**config.mk**
```make
export PLATFORM = sky130hd
export DESIGN_NAME = wb_queue
export DESIGN_NICKNAME = d
export VERILOG_FILES = /design/src/rtl/wb_queue.sv
export SDC_FILE = /design/constraint.sdc
export NUM_CORES = 1
export LEC_CHECK = 0
export CORE_MARGIN = 1
export CORE_UTILIZATION = 56
export CTS_BUF_LIST = sky130_fd_sc_hd__clkbuf_2
export DETAILED_ROUTE_END_ITERATION = 8
export PLACE_DENSITY = 0.83
export SETUP_SLACK_MARGIN = 0.4
export SLEW_MARGIN = 20
export SYNTH_ARGS = -nofsm -noshare
export SYNTH_HDL_FRONTEND = slang
export SYNTH_SLANG_ARGS = --single-unit
```
**constraint.sdc**
```tcl
create_clock -name clk -period 3.8 [get_ports clk]
set_input_delay 0.95 -clock clk [delete_from_list [all_inputs] [get_ports clk]]
set_output_delay 0.95 -clock clk [all_outputs]
set_load 0.05 [all_outputs]
```
**src/rtl/wb_queue.sv**
```systemverilog
// Writeback queue: buffers MEM/ALU register writes and drains one per cycle to RF port 1.
// Optional feature: define WBQ_FORWARD_EN for youngest-match data forwarding outputs.
module wb_queue #(
    parameter int DEPTH = 4
) (
    input  logic                     clk,
    input  logic                     reset,
    input  logic                     mem_wb_valid,
    input  logic [3:0]               mem_wb_ws,
    input  logic [31:0]              mem_wb_wd,
    input  logic                     alu_wb_valid,
    input  logic [3:0]               alu_wb_ws,
    input  logic [31:0]              alu_wb_wd,
    input  logic                     drain_en,
    output logic                     wbq_stall,
    output logic [3:0]               rf_ws1,
    output logic [31:0]              rf_wd1,
    output logic                     rf_we1,
    output logic                     do_write1,
    input  logic [3:0]               rf_rs1,
    input  logic [3:0]               rf_rs2,
    input  logic [3:0]               rf_rs3,
    output logic                     wbq_hit1,
    output logic                     wbq_hit2,
    output logic                     wbq_hit3,
`ifdef WBQ_FORWARD_EN
    output logic [31:0]              wbq_fwd_d1,
    output logic [31:0]              wbq_fwd_d2,
    output logic [31:0]              wbq_fwd_d3,
`endif
    output logic [$clog2(DEPTH):0]   wbq_count
);
    localparam int PW = $clog2(DEPTH);
    localparam int CW = PW + 1;

    typedef struct packed {
        logic [3:0]  ws;
        logic [31:0] wd;
    } wb_ent_t;

    wb_ent_t       ent_q [DEPTH];
    logic [PW-1:0] head_q, head_d, tail_q, tail_d, alu_slot;
    logic [CW-1:0] count_q, count_d;
    logic          enq_mem, enq_alu, deq;

    logic [2:0][3:0]  rs_sel;
    logic [2:0]       hit;
`ifdef WBQ_FORWARD_EN
    logic [2:0][31:0] fwd;
`endif
    logic [PW-1:0]    idx;

    always_comb begin
        // Stall needs 2 free slots so both producers can always be accepted together.
        wbq_stall = !reset && (count_q > CW'(DEPTH - 2));
        enq_mem   = mem_wb_valid && !wbq_stall;
        enq_alu   = alu_wb_valid && !wbq_stall;
        deq       = !reset && (count_q != '0) && drain_en;
        alu_slot  = enq_mem ? tail_q + PW'(1) : tail_q;
        tail_d    = tail_q + PW'(enq_mem) + PW'(enq_alu);
        head_d    = head_q + PW'(deq);
        count_d   = count_q + CW'(enq_mem) + CW'(enq_alu) - CW'(deq);

        rf_we1    = deq;
        do_write1 = deq;
        rf_ws1    = deq ? ent_q[head_q].ws : '0;
        rf_wd1    = deq ? ent_q[head_q].wd : '0;
        wbq_count = count_q;
    end

    // Walk oldest to youngest so a later match overrides: forward data ends up youngest.
    always_comb begin
        rs_sel = {rf_rs3, rf_rs2, rf_rs1};
        hit    = '0;
`ifdef WBQ_FORWARD_EN
        fwd    = '0;
`endif
        idx    = '0;
        for (int k = 0; k < DEPTH; k++) begin
            idx = head_q + PW'(k);
            if (!reset && (CW'(k) < count_q)) begin
                for (int p = 0; p < 3; p++) begin
                    if (ent_q[idx].ws == rs_sel[p]) begin
                        hit[p] = 1'b1;
`ifdef WBQ_FORWARD_EN
                        fwd[p] = ent_q[idx].wd;
`endif
                    end
                end
            end
        end
        wbq_hit1 = hit[0];
        wbq_hit2 = hit[1];
        wbq_hit3 = hit[2];
    end

`ifdef WBQ_FORWARD_EN
    assign wbq_fwd_d1 = fwd[0];
    assign wbq_fwd_d2 = fwd[1];
    assign wbq_fwd_d3 = fwd[2];
`endif

    always_ff @(posedge clk) begin
        if (reset) begin
            head_q  <= '0;
            tail_q  <= '0;
            count_q <= '0;
        end else begin
            head_q  <= head_d;
            tail_q  <= tail_d;
            count_q <= count_d;
        end
    end

    always_ff @(posedge clk) begin
        if (enq_mem) ent_q[tail_q]   <= '{ws: mem_wb_ws, wd: mem_wb_wd};
        if (enq_alu) ent_q[alu_slot] <= '{ws: alu_wb_ws, wd: alu_wb_wd};
    end
endmodule
```
==> results of run 1 <==
==> layout make-up <==
type	instances	area, µm²	share of cell area, %
flip-flops and latches	151	4470	40.5
multi-input cells	353	3940	35.6
repair buffers	172	2120	19.2
well taps	184	230	2.08
clock inverters	15	159	1.44
clock buffers	17	85.1	0.770
inverters	12	48.8	0.442
==> sequential cells by signal, summed over array words and instances (netlist names) <==
register / count
head_q: 2
tail_q: 2
wbq_count: 3
ent_q: 144
==> repair_timing <==
item                       CTS  global route
setup endpoints to repair   34            35
gates resized for setup     10             9
hold endpoints to repair     0             0
setup buffers               13             0
pin swaps                    1             1
gates cloned                 0             0
==> how the worst max path moves through the flow <==
stage                     startpoint           end  slack (ns)  depth (start not counted)
final                      head_q[0]      wbq_hit1       -0.04                          7
after detailed placement       reset      wbq_hit3        0.23                          6
after global placement         reset      wbq_hit3        0.24                          6
after global routing       head_q[0]      wbq_hit1       -0.24                          7
after floorplan                reset  wbq_count[2]        0.43                         11
after CTS                  head_q[0]      wbq_hit3       -0.15                          6
==> power breakdown <==
| group | leakage [µW] | switching [µW] | total, µW | internal, µW |
|---|---|---|---|---|
| combinational | 0.00223 | 1720 | 3220 | 1510 |
| sequential | 0.00140 | 214 | 2730 | 2520 |
| clock | 0.000148 | 576 | 934 | 359 |
==> routing by layer <==
layer | GRT usage (%) | part of all wire (%) | vias to the layer above
li1 | - | - | 2437
met1 | 32.3 | 39 | 2796
met2 | 48.4 | 54 | 185
met3 | 5.78 | 5.6 | 26
met4 | 9.28 | 1.4 | 0
met5 | 0 | 0 | -
==> worst max-delay path, stage by stage (launching register included) <==
cell and delay, ns:
dfxtp_4 0.50, buf_4 0.17, mux4_2 0.55, buf_4 0.16, xor2_1 0.16, nor4_2 0.08, or4_1 0.42, buf_6 0.17
==> through the flow <==
step / total power [µW] / area, µm² / std cells / setup slack [ns]
floorplan: 4690 / 8590 / 546 / 0.433
detailed placement: 5910 / 10600 / 859 / 0.226
global route: 7210 / 11000 / 904 / -0.240
global placement: 5800 / 10600 / 859 / 0.241
finish: 6890 / 11000 / 904 / -0.0440
CTS: 6930 / 11000 / 904 / -0.151
==> synth_stat cells <==
library cell	count	share of area [%]
buf_2	7	0.41
o21ai_0	1	0.058
nor3b_1	1	0.088
nor2_2	1	0.073
inv_2	2	0.088
clkbuf_1	8	0.35
ha_1	8	1.2
nand3_1	7	0.41
o21ai_1	1	0.058
xnor2_1	29	3.0
nand2_1	16	0.70
nor2b_1	40	2.9
inv_1	9	0.39
nand4_1	3	0.22
mux4_1	4	1.2
o22ai_1	1	0.073
o311ai_1	1	0.10
nor3_1	10	0.58
xor2_1	22	2.2
fa_1	3	0.70
edfxtp_1	144	50
dfxtp_1	7	1.6
buf_6	3	0.39
buf_4	12	1.1
nand2_2	1	0.073
nor4_1	3	0.22
and2_1	1	0.073
clkinv_1	1	0.044
mux2_1	144	19
or4_1	2	0.18
nor2_1	7	0.31
mux4_2	44	12
o21ai_2	3	0.31
==> cell families (layout without fill, tap and decap cells) <==
kind of cell,count (synthesis),count (layout)
muxes,192,192
DFF,151,151
and+or+nand+nor,92,92
xor gates and xnor gates,51,51
buffers and inverters,42,216
adders and majority gates,11,11
AOI/OAI and AO/OA,7,7
==> impl_metrics.tcl, run 1 <==
set metrics [dict create \
    status "complete, but fails checks" \
    failed_checks "negative setup slack" \
    hold_path_end "tail_q[1]" \
    clock-root-buffer "clkbuf_2" \
    final_cell_mix "mux2_1, edfxtp_1, clkdlybuf4s50_1" \
    fin_tns_setup_ns -0.0696 \
    finalCritPeriodShare_pct 101 \
    worstPathArrival_ns 2.89 \
    cts_tree "done" \
    dr.pass1.iters 4 \
    fillerInstances 919 \
    criticalPathCategory "reg -> out" \
    worstHoldStart "tail_q[1]" \
    synthToLayoutAreaGrowth_pct 28.9 \
    synthXorXnorAreaFrac_pct 5.21 \
    slew_viol_final 0 \
    cts_sinks 151 \
    worst-path-max-fanout 8 \
    power_leakage_uw 0.00377 \
    synthMuxAreaShare_pct 31.7 \
    avgRoutedWirePerCell_um 22.6 \
    gp_congestion 0.842 \
    n_antenna_cell 0 \
    port_buffers 133 \
    drv_cap 0 \
    worst-r2r-setup-slack_ns 1.01 \
    dieArea_um2 15800 \
    syn-cell-area_um2 8570 \
    vias 5444 \
    r2r_start "wbq_count[2]" \
    holdBufCountCts 0 \
    start_util_pct 58.1 \
    dieWidth_um 126 \
    synth_fa_ha_area_share_pct 1.87 \
    drive_gt1_share_pct 24.6 \
    worstPathRequired_ns 2.85 \
    post-route-drc-count 0 \
    antenna_found_initial 0 \
    synthCells 546 \
    end_kind "primary output" \
    synth.avg_cell_area_um2 15.7 \
    clock_latency_ns 0.69 \
    fin_skew_ns 0.0256 \
    relSlewSlack_pct 62.7 \
    synth_compound_area_share_pct 0.598 \
    yosys_warnings 0 \
    irDropWorstVdd_uv 326 \
    max_clock_freq_mhz 260 \
    r2r_end "ent_q[0][17]" \
    worst_slew_pin_slew_ns 0.558 \
    path_clk_slew_ns 0.21 \
    grtUsageTotal_pct 27.0 \
    hp-class "reg -> reg" \
    top_level_ports 134 \
    synth_simple_gate_area_share_pct 5.84 \
    holdPathStages 2 \
    die_h_um 126 \
    overflow 0 \
    drtIter0Drc 220 \
    grt_max_degree 24 \
    postRouteWirelength_um 20400 \
    synth_top_family_by_area "multiplexers" \
    syn_nets 646 \
    grt_setup_unrepaired "yes" \
    cp-start-kind "flip-flop" \
    r2r.worst_path.cells 8 \
    period_minus_slack_ns 3.84 \
    ant_nets 0 \
    holdWs_ns 0.674 \
    synth_seq_area_share_pct 52.1 \
    ys_ff_latch 151 \
    htree_levels 4 \
    post-dp-hpwl_um 14100 \
    finalNetCount 807 \
    core_um2 14800 \
    utilization_pct 74.9 \
    cts_buffers 17 \
    power_density_nw_per_um2 624 \
    clockBufferDepth 2 \
    via_per_inst 6.02 \
    rows 44 \
    synth.distinct_cells 33 \
    setup_violations 2 \
    hold_violations 0 \
    grt_pass1_vias 5997 \
    grt_pass1_wl_um 31700 \
    setup_slack_ns -0.0440 \
]
Power figures use the tool's default switching activity.
==> run 2: changes to the inputs <==
- PLACE_DENSITY: 0.83 -> 0.94
==> run 2 against run 1 <==
The run now ends clean. Count of clock-buffer cells in the layout stayed put. Sequential power hardly changed. Via count is 1.6% higher. Critical endpoint unchanged. Clock skew is 0.00052 ns lower. Register-to-register slack worse by 0.07 ns. Flip-flop and latch count stayed put. Cell area is 1.9% higher. Worst setup slack better by 0.068 ns. Cell count is 0.88% higher.
==> impl_metrics.tcl, run 2 (synthesis results as in run 1) <==
set metrics [dict create \
    utilization_pct 76.3 \
    vias 5532 \
    period_minus_slack_ns 3.78 \
    hold_violations 0 \
    cts_buffers 17 \
    dp.cells 858 \
    cts_sinks 151 \
    criticalPathCategory "reg -> out" \
    rows 44 \
    worstPathRequired_ns 2.85 \
    finalNetCount 815 \
    instances_no_fill 912 \
    power_density_nw_per_um2 626 \
    post-route-drc-count 0 \
    status "completed" \
    slowest_stage "mux4_2" \
    avgRoutedWirePerCell_um 22.3 \
    grt_pass1_vias 5904 \
    worst-path-max-fanout 7 \
    fin_skew_ns 0.0251 \
    clock-root-buffer "clkbuf_2" \
    synthToLayoutAreaGrowth_pct 31.3 \
    path_clk_slew_ns 0.20 \
    irDropWorstVdd_uv 325 \
    dr.pass1.iters 5 \
    crit_chain "buf_4, mux4_2, xnor2_1, nand2_1, nor4_1, or4_1, buf_6" \
    cp-start-kind "flip-flop" \
    die_h_um 126 \
    worst-r2r-setup-slack_ns 0.94 \
    relSlewSlack_pct 56.3 \
    port_buffers 133 \
    final_cell_mix "mux2_1, edfxtp_1, clkdlybuf4s50_1" \
    holdWs_ns 0.651 \
    htree_levels 4 \
    overflow 0 \
    slew_viol_final 0 \
    clockBufferDepth 2 \
    grtUsageTotal_pct 26.8 \
    drtIter0Drc 339 \
    cts_tree "done" \
    grt_pass1_wl_um 31700 \
    setup_violations 0 \
    critPathTopFamily "simple AND/OR/NAND/NOR gates" \
    hp-class "reg -> reg" \
    fin_area_um2 11300 \
    postRouteWirelength_um 20400 \
    grt_setup_unrepaired "yes" \
    dp_slack_ns 0.240 \
    via_per_inst 6.07 \
    post_dp_cell_area_um2 10600 \
    start_util_pct 58.1 \
    core_um2 14800 \
    gp_congestion 0.880 \
    ant_nets 0 \
    drive_gt1_share_pct 27.6 \
    worstPathArrival_ns 2.83 \
    antenna_found_initial 0 \
    dieArea_um2 15800 \
    clock_latency_ns 0.70 \
    largest_register_ffs 144 \
    power_leakage_uw 0.00389 \
    setup_slack_ns 0.0238 \
    grt_max_degree 27 \
    top_register "ent_q" \
    dieWidth_um 126 \
    top_level_ports 134 \
    path_buf_inv 2 \
    max_clock_freq_mhz 265 \
    end_kind "primary output" \
    worst_slew_pin_slew_ns 0.653 \
    drv_cap 0 \
    post-dp-hpwl_um 13600 \
    n_antenna_cell 0 \
    slowest_delay_ns 0.55 \
    finalCritPeriodShare_pct 99.4 \
]
## run 2: cell count changes in the layout (fill, tap and decap cells not counted), sizes merged
cell	delta
buf	+9
clkbuf	-1
clkinv	-2
clkinvlp	+2
## run 2: worst min-delay path, stage by stage (launching register included)
cell and delay [ns]:
dfxtp_1 0.43, xnor2_1 0.17, nor2_1 0.04
## run 2: worst paths after layout
path,startpoint,to,cells after the start
max,head_q[0],wbq_hit1,7
min,tail_q[1],tail_q[1],2
max reg2reg,wbq_count[1],ent_q[2][3],8
min reg2reg,tail_q[1],tail_q[1],2
## run 2: per-layer routing
layer | part of all wire [%] | up-vias | wire (µm) | global-route usage [%]
met5 | 0 | - | 0 | 0
met4 | 2.3 | 0 | 472 | 10.8
met3 | 6.0 | 40 | 1230 | 4.59
met2 | 53 | 236 | 10800 | 47.6
met1 | 39 | 2806 | 7890 | 32.5
li1 | - | 2450 | - | -
## run 2: per-stage QoR
stage / total power [µW] / TNS (ns)
6_report: 7040 / 0
5_1_grt: 7360 / -0.236
4_1_cts: 6940 / -0.0597
3_5_place_dp: 5890 / 0
3_3_place_gp: 5760 / 0
2_1_floorplan: 4690 / 0
## run 2: cell type report
cell class                      count  area [µm²]
Clock buffer                       17        85.1
Clock inverter                     15         179
Fill cell                         827        3490
Inverter                           12        48.8
Multi-Input combinational cell    353        4040
Sequential cell                   151        4470
Tap cell                          184         230
Timing Repair Buffer              180        2200
## run 2: repair_timing
action / in CTS / in global routing
setup buffers: 14 / 7
pin swaps: 3 / 5
hold buffers: 0 / 0
resized for setup: 18 / 32
endpoints found under the setup margin: 36 / 35
cloned: 1 / 0
## run 2: report_power, final
| group | internal, µW | switching, µW | leakage, µW |
|---|---|---|---|
| logic | 1610 | 1760 | 0.00234 |
| registers | 2520 | 199 | 0.00140 |
| clock network | 370 | 585 | 0.000148 |
